===== src/rtl/rf_pkg.sv =====
// rtl/rf_pkg.sv - shared state encoding and default geometry for reg_file_sweep
package rf_pkg;

  typedef enum logic {
    RF_CLEAR = 1'b0,
    RF_RUN   = 1'b1
  } rf_state_t;

  localparam int RF_DATA_W = 16;
  localparam int RF_ADDR_W = 3;

endpackage


===== src/rtl/rf_read_port.sv =====
// rtl/rf_read_port.sv - registered read port with zero-gate and optional write-first bypass
// Optional feature macro: RF_BYPASS_EN (write-first when defined, read-old otherwise).
module rf_read_port #(
  parameter int DATA_W  = 16,
  parameter int ADDR_W  = 3,
  parameter int ZERO_R0 = 0
) (
  input  logic              clk,
  input  logic              rst,
  input  logic              clearing,
  input  logic [ADDR_W-1:0] addr,
  input  logic [DATA_W-1:0] word,
  input  logic              wr_en,
  input  logic [ADDR_W-1:0] wr_addr,
  input  logic [DATA_W-1:0] wr_data,
  output logic [DATA_W-1:0] q
);

`ifdef RF_BYPASS_EN
  localparam bit BYPASS = 1'b1;
`else
  localparam bit BYPASS = 1'b0;
`endif

  logic zero;
  logic hit;

  // wr_en is already qualified, so dropped writes and protected R0 never bypass
  always_comb begin
    zero = (ZERO_R0 != 0) && (addr == '0);
    hit  = BYPASS && wr_en && (addr == wr_addr);
  end

  always_ff @(posedge clk) begin
    if (rst || clearing || zero) begin
      q <= '0;
    end else if (hit) begin
      q <= wr_data;
    end else begin
      q <= word;
    end
  end

endmodule


===== src/rtl/reg_file_sweep.sv =====
// rtl/reg_file_sweep.sv - parametrised register file with sweep clear and debug read port
// Optional feature macro: RF_BYPASS_EN (same-cycle write-first reads).
module reg_file_sweep
  import rf_pkg::*;
#(
  parameter int DATA_W  = RF_DATA_W,
  parameter int ADDR_W  = RF_ADDR_W,
  parameter int ZERO_R0 = 0
) (
  input  logic              clk,
  input  logic              rst,
  input  logic              clr,
  input  logic              we,
  input  logic [ADDR_W-1:0] DA,
  input  logic [DATA_W-1:0] data,
  input  logic [ADDR_W-1:0] AA,
  input  logic [ADDR_W-1:0] BA,
  input  logic [ADDR_W-1:0] dbg_addr,
  output logic [DATA_W-1:0] a,
  output logic [DATA_W-1:0] b,
  output logic [DATA_W-1:0] dbg_q,
  output logic              busy,
  output logic              wr_drop
);

  localparam int                DEPTH = 1 << ADDR_W;
  localparam logic [ADDR_W-1:0] LAST  = ADDR_W'(DEPTH - 1);

  rf_state_t         state;
  rf_state_t         state_next;
  logic [ADDR_W-1:0] ptr;
  logic [DATA_W-1:0] mem [DEPTH];

  logic r0_hit;
  logic wr_en;
  logic sweep_wr;
  logic busy_next;
  logic drop_next;

  always_ff @(posedge clk) begin
    if (rst) begin
      state   <= RF_CLEAR;
      ptr     <= '0;
      busy    <= 1'b1;
      wr_drop <= 1'b0;
    end else begin
      state   <= state_next;
      busy    <= busy_next;
      wr_drop <= drop_next;
      if (state == RF_CLEAR) begin
        ptr <= ptr + ADDR_W'(1);
      end else if (clr) begin
        ptr <= '0;
      end
    end
  end

  always_comb begin
    state_next = state;
    case (state)
      RF_CLEAR: if (ptr == LAST) state_next = RF_RUN;
      RF_RUN:   if (clr)         state_next = RF_CLEAR;
      default:                   state_next = RF_CLEAR;
    endcase
  end

  // busy is loaded from the next-state decode so it is a clean flop output
  always_comb begin
    r0_hit    = (ZERO_R0 != 0) && (DA == '0);
    wr_en     = (state == RF_RUN) && !clr && we && !r0_hit;
    sweep_wr  = (state == RF_CLEAR);
    busy_next = (state_next == RF_CLEAR);
    drop_next = we && !wr_en;
  end

  // No reset on the array so it can map onto block RAM; the sweep clears it
  always_ff @(posedge clk) begin
    if (!rst) begin
      if (sweep_wr) begin
        mem[ptr] <= '0;
      end else if (wr_en) begin
        mem[DA] <= data;
      end
    end
  end

  rf_read_port #(.DATA_W(DATA_W), .ADDR_W(ADDR_W), .ZERO_R0(ZERO_R0)) u_port_a (
    .clk      (clk),
    .rst      (rst),
    .clearing (sweep_wr),
    .addr     (AA),
    .word     (mem[AA]),
    .wr_en    (wr_en),
    .wr_addr  (DA),
    .wr_data  (data),
    .q        (a)
  );

  rf_read_port #(.DATA_W(DATA_W), .ADDR_W(ADDR_W), .ZERO_R0(ZERO_R0)) u_port_b (
    .clk      (clk),
    .rst      (rst),
    .clearing (sweep_wr),
    .addr     (BA),
    .word     (mem[BA]),
    .wr_en    (wr_en),
    .wr_addr  (DA),
    .wr_data  (data),
    .q        (b)
  );

  rf_read_port #(.DATA_W(DATA_W), .ADDR_W(ADDR_W), .ZERO_R0(ZERO_R0)) u_port_dbg (
    .clk      (clk),
    .rst      (rst),
    .clearing (sweep_wr),
    .addr     (dbg_addr),
    .word     (mem[dbg_addr]),
    .wr_en    (wr_en),
    .wr_addr  (DA),
    .wr_data  (data),
    .q        (dbg_q)
  );

endmodule


===== config.mk =====
export PLATFORM = sky130hd
export DESIGN_NAME = reg_file_sweep
export DESIGN_NICKNAME = d
export VERILOG_FILES = /design/src/rtl/rf_pkg.sv /design/src/rtl/rf_read_port.sv /design/src/rtl/reg_file_sweep.sv
export SDC_FILE = /design/constraint.sdc
export NUM_CORES = 1
export LEC_CHECK = 0
export ABC_AREA = 1
export BUFFER_PORTS_ARGS = -buffer_cell sky130_fd_sc_hd__buf_4
export CAP_MARGIN = 10
export CORE_MARGIN = 2
export CORE_UTILIZATION = 50
export DETAILED_ROUTE_END_ITERATION = 8
export PLACE_DENSITY = 0.71
export SETUP_SLACK_MARGIN = 0.2
export SLEW_MARGIN = 30
export SYNTH_ARGS = -nofsm -noshare
export SYNTH_HDL_FRONTEND = slang
export SYNTH_SLANG_ARGS = --single-unit

===== constraint.sdc =====
create_clock -name clk -period 2.15 [get_ports clk]
set_clock_uncertainty 0.15 [all_clocks]
set_input_delay 0 -clock clk [delete_from_list [all_inputs] [get_ports clk]]
set_output_delay 0 -clock clk [all_outputs]
set_load 0.02 [all_outputs]

==> summary.txt <==
Final layout
  • Nets: 1,405
  • Layout cells sized above 1: 10.9%
  • Antenna fix cells: 0
  • Fin util: 59.7%
  • Synth-to-layout area growth: 16.9%

STA
  • Relative slew slack: 65.5%
  • Setup TNS: 0 ns
  • Fmax: 530 MHz
  • Final setup violation count: 0
  • RSZ-0062 raised after global routing: false
  • Tmin final: 1.89 ns
  • Fin. Hold Viols: 0
  • Crit share post-route: 87.8%
  • Hold Worst Slack: 0.0233 ns
  • Slew @ Worst Pin: 0.515 ns
  • Max-slew violations: 0

Die
  • Io pins: 82
  • DIE AREA: 20,300 sq um
  • Core Region: 18,800 sq um
  • Die Y: 142 um
  • Starting Density: 51.1%
  • Die W: 142 um
  • Std cell rows: 50

Worst setup path
  • Worst Setup EP: u_port_a.q[5]$_SDFF_PP0_
  • Required time of the worst setup path: 2.34 ns
  • CP max stage delay: 0.55 ns
  • Crit-path max FO: 23
  • FF-to-FF End: mem[7][9]$_DFFE_PP_
  • CP Capture Type: flop
  • R2R Setup Slk: 0.32 ns
  • CP max stage cell: dlygate4sd3_1
  • R2r worst-path depth: 7
  • Worst EP arrival: 2.08 ns
  • Crit Path Category: in2reg
  • Critical Path Source: AA[1]
  • Worst r2r src: state$_SDFF_PP0_
  • Nature of the critical path startpoint: input pin
  • Crit path cell chain: dlygate4sd3_1, buf_4, inv_1, buf_6, nand3_1, nand2_1, nor2_1, dlygate4sd3_1, nor2_1

Place
  • Post-DP HPWL: 16.5 mm
  • # port buffers: 81
  • RePlAce Congestion: 0.848

Power
  • Leakage Power: 5.49 nW
  • Pwr Density: 678 nW/um^2
  • Worst VDD drop: 557 uV

Drt
  • Drt wl/cell: 16.9 um
  • Final WL: 27.4 mm
  • Vias/cell: 5.46
  • 1st-pass router iterations: 6
  • Via count: 8,841
  • DRT iter0 DRCs: 848
  • Antenna Nets Post-Route: 0
  • DRC: 0

CTS
  • Clock root cell: clkbuf_16
  • Post-CTS Setup Repair Bufs: 0
  • Worst-path clk slew: 0.07 ns
  • H-tree lvl count: 4
  • Sink Count: 182
  • Worst skew pair latency: 0.44 ns
  • Max Root-Sink Buffers: 2
  • CTS Buf Count: 17
  • CTS tree: done

Synth
  • Top cell type's share of synthesized area: 40.1%
  • Post-synthesis sequential area ratio: 51.4%
  • Top-count cell post-synth: nand2_1
  • Post-Syn Instances: 1,294
  • Synth warn: 0
  • #FFs+latches synth: 182
  • Area contributors post-synth: edfxtp_1 40%, nand2_1 20%, nand3_1 13%
  • Synth top cells by count: 498 x nand2_1, 246 x nand3_1, 154 x inv_1
  • Post-synth top flop: edfxtp_1
  • Area leader, netlist: edfxtp_1
  • Number of synthesized flops with an enable pin: 128
  • Syn nets: 1,328
  • Asr flop ratio synth: 0%
  • Mapped cell area: 9580 sq um
  • Cell variety after synth: 20
  • Avg Cell Area, Syn: 7.40 sq um

GRT
  • First-pass GRT wire length: 42.8 mm
  • Total track usage: 27.3%
  • Grt total ovfl: 0
  • Largest net degree at the start of global routing: 65
  • Antenna violations before repair: 0
  • Vias in the first global route: 8,316

Status
  • Status: complete, no violations

Flow run
  • Max-capacitance violation count: 0

Hold path
  • HP Class: in2reg
==> layout make-up <==
type | instances | area (sq um)
clock buffer | 22 | 454
clock inverter | 10 | 83.8
fill | 1647 | 7570
inverter | 158 | 593
multi-input combinational | 879 | 3680
sequential | 182 | 4920
tap | 234 | 293
timing repair buffer | 133 | 1170
==> what timing repair did <==
item	4_1_cts	5_1_grt
hold buffers	24	0
setup endpoints to repair	0	100
hold endpoints to repair	182	0
gates resized for setup	0	13
==> per-layer routing <==
| metal | global-route usage, % | vias to the layer above | wire length (um) |
|---|---|---|---|
| li1 | - | 4210 | - |
| met1 | 35.8 | 4034 | 11100 |
| met2 | 44.0 | 527 | 12800 |
| met3 | 5.32 | 70 | 2650 |
| met4 | 12.5 | 0 | 807 |
| met5 | 0 | - | 0 |
==> sequential cells by signal, indices dropped and copies added (netlist names) <==
register and cells:
mem 128, u_port_a.q 16, u_port_b.q 16, u_port_dbg.q 16, ptr 3, busy 1, state 1, wr_drop 1
==> placed cells by master (no fill, tap or decap) <==
| cell type | count |
|---|---|
| ha_1 | 2 |
| buf_8 | 1 |
| nor2_1 | 114 |
| nand2_2 | 1 |
| dlygate4sd3_1 | 24 |
| a21oi_1 | 1 |
| bufinv_16 | 1 |
| nor2_4 | 2 |
| o21ai_0 | 4 |
| clkinv_4 | 1 |
| clkinv_1 | 2 |
| nand2_1 | 498 |
| clkinvlp_4 | 3 |
| nand3b_1 | 2 |
| nor3_1 | 1 |
| clkbuf_1 | 4 |
| inv_1 | 154 |
| inv_2 | 4 |
| edfxtp_1 | 128 |
| nand3_2 | 1 |
| buf_6 | 4 |
| clkbuf_8 | 1 |
| nor2_2 | 8 |
| clkbuf_16 | 17 |
| buf_12 | 7 |
| clkinv_2 | 3 |
| buf_4 | 97 |
| dfxtp_1 | 54 |
| nand3_1 | 245 |
==> critical path: cells and delay by family <==
family        cells  cell delay, ns
simple gates      4            0.29
buf+inv           5            1.77
==> logic make-up (layout without fill, tap and decap cells) <==
logic type               Yosys count  after routing  synth area share (%)
AND/OR/NAND/NOR                  871            872                  37.6
AO/OA/AOI/OAI                      5              5                 0.261
buffers and inverters            234            323                  10.5
flip-flops                       182            182                  51.4
adder cells (fa/ha/maj)            2              2                 0.261
==> worst min-delay path by stage <==
stage | to | start | cells past startpoint
floorplan | wr_drop$_SDFF_PP0_ | rst | 1
detailed placement | wr_drop$_SDFF_PP0_ | rst | 2
global placement | wr_drop$_SDFF_PP0_ | rst | 2
global route | u_port_b.q[15]$_SDFF_PP0_ | BA[1] | 5
finish | u_port_b.q[15]$_SDFF_PP0_ | BA[1] | 5
CTS | u_port_b.q[2]$_SDFF_PP0_ | BA[1] | 5
==> report_power, final <==
group,switching [mW],internal [mW]
logic,0.575,0.307
registers,0.0166,3.76
clock network,1.32,1.61
==> metrics by stage <==
step                      power (mW)  cell area, sq um  setup WS (ns)  cells
final                           7.59             11200          0.262   1618
after global routing            7.82             11200          0.179   1618
after CTS                       7.59             11100          0.265   1615
after detailed placement        4.67             10400          0.290   1559
after global placement          4.66             10400          0.307   1559
after floorplan                 4.43              9590         0.0605   1294
Power figures use the tool's default switching activity.
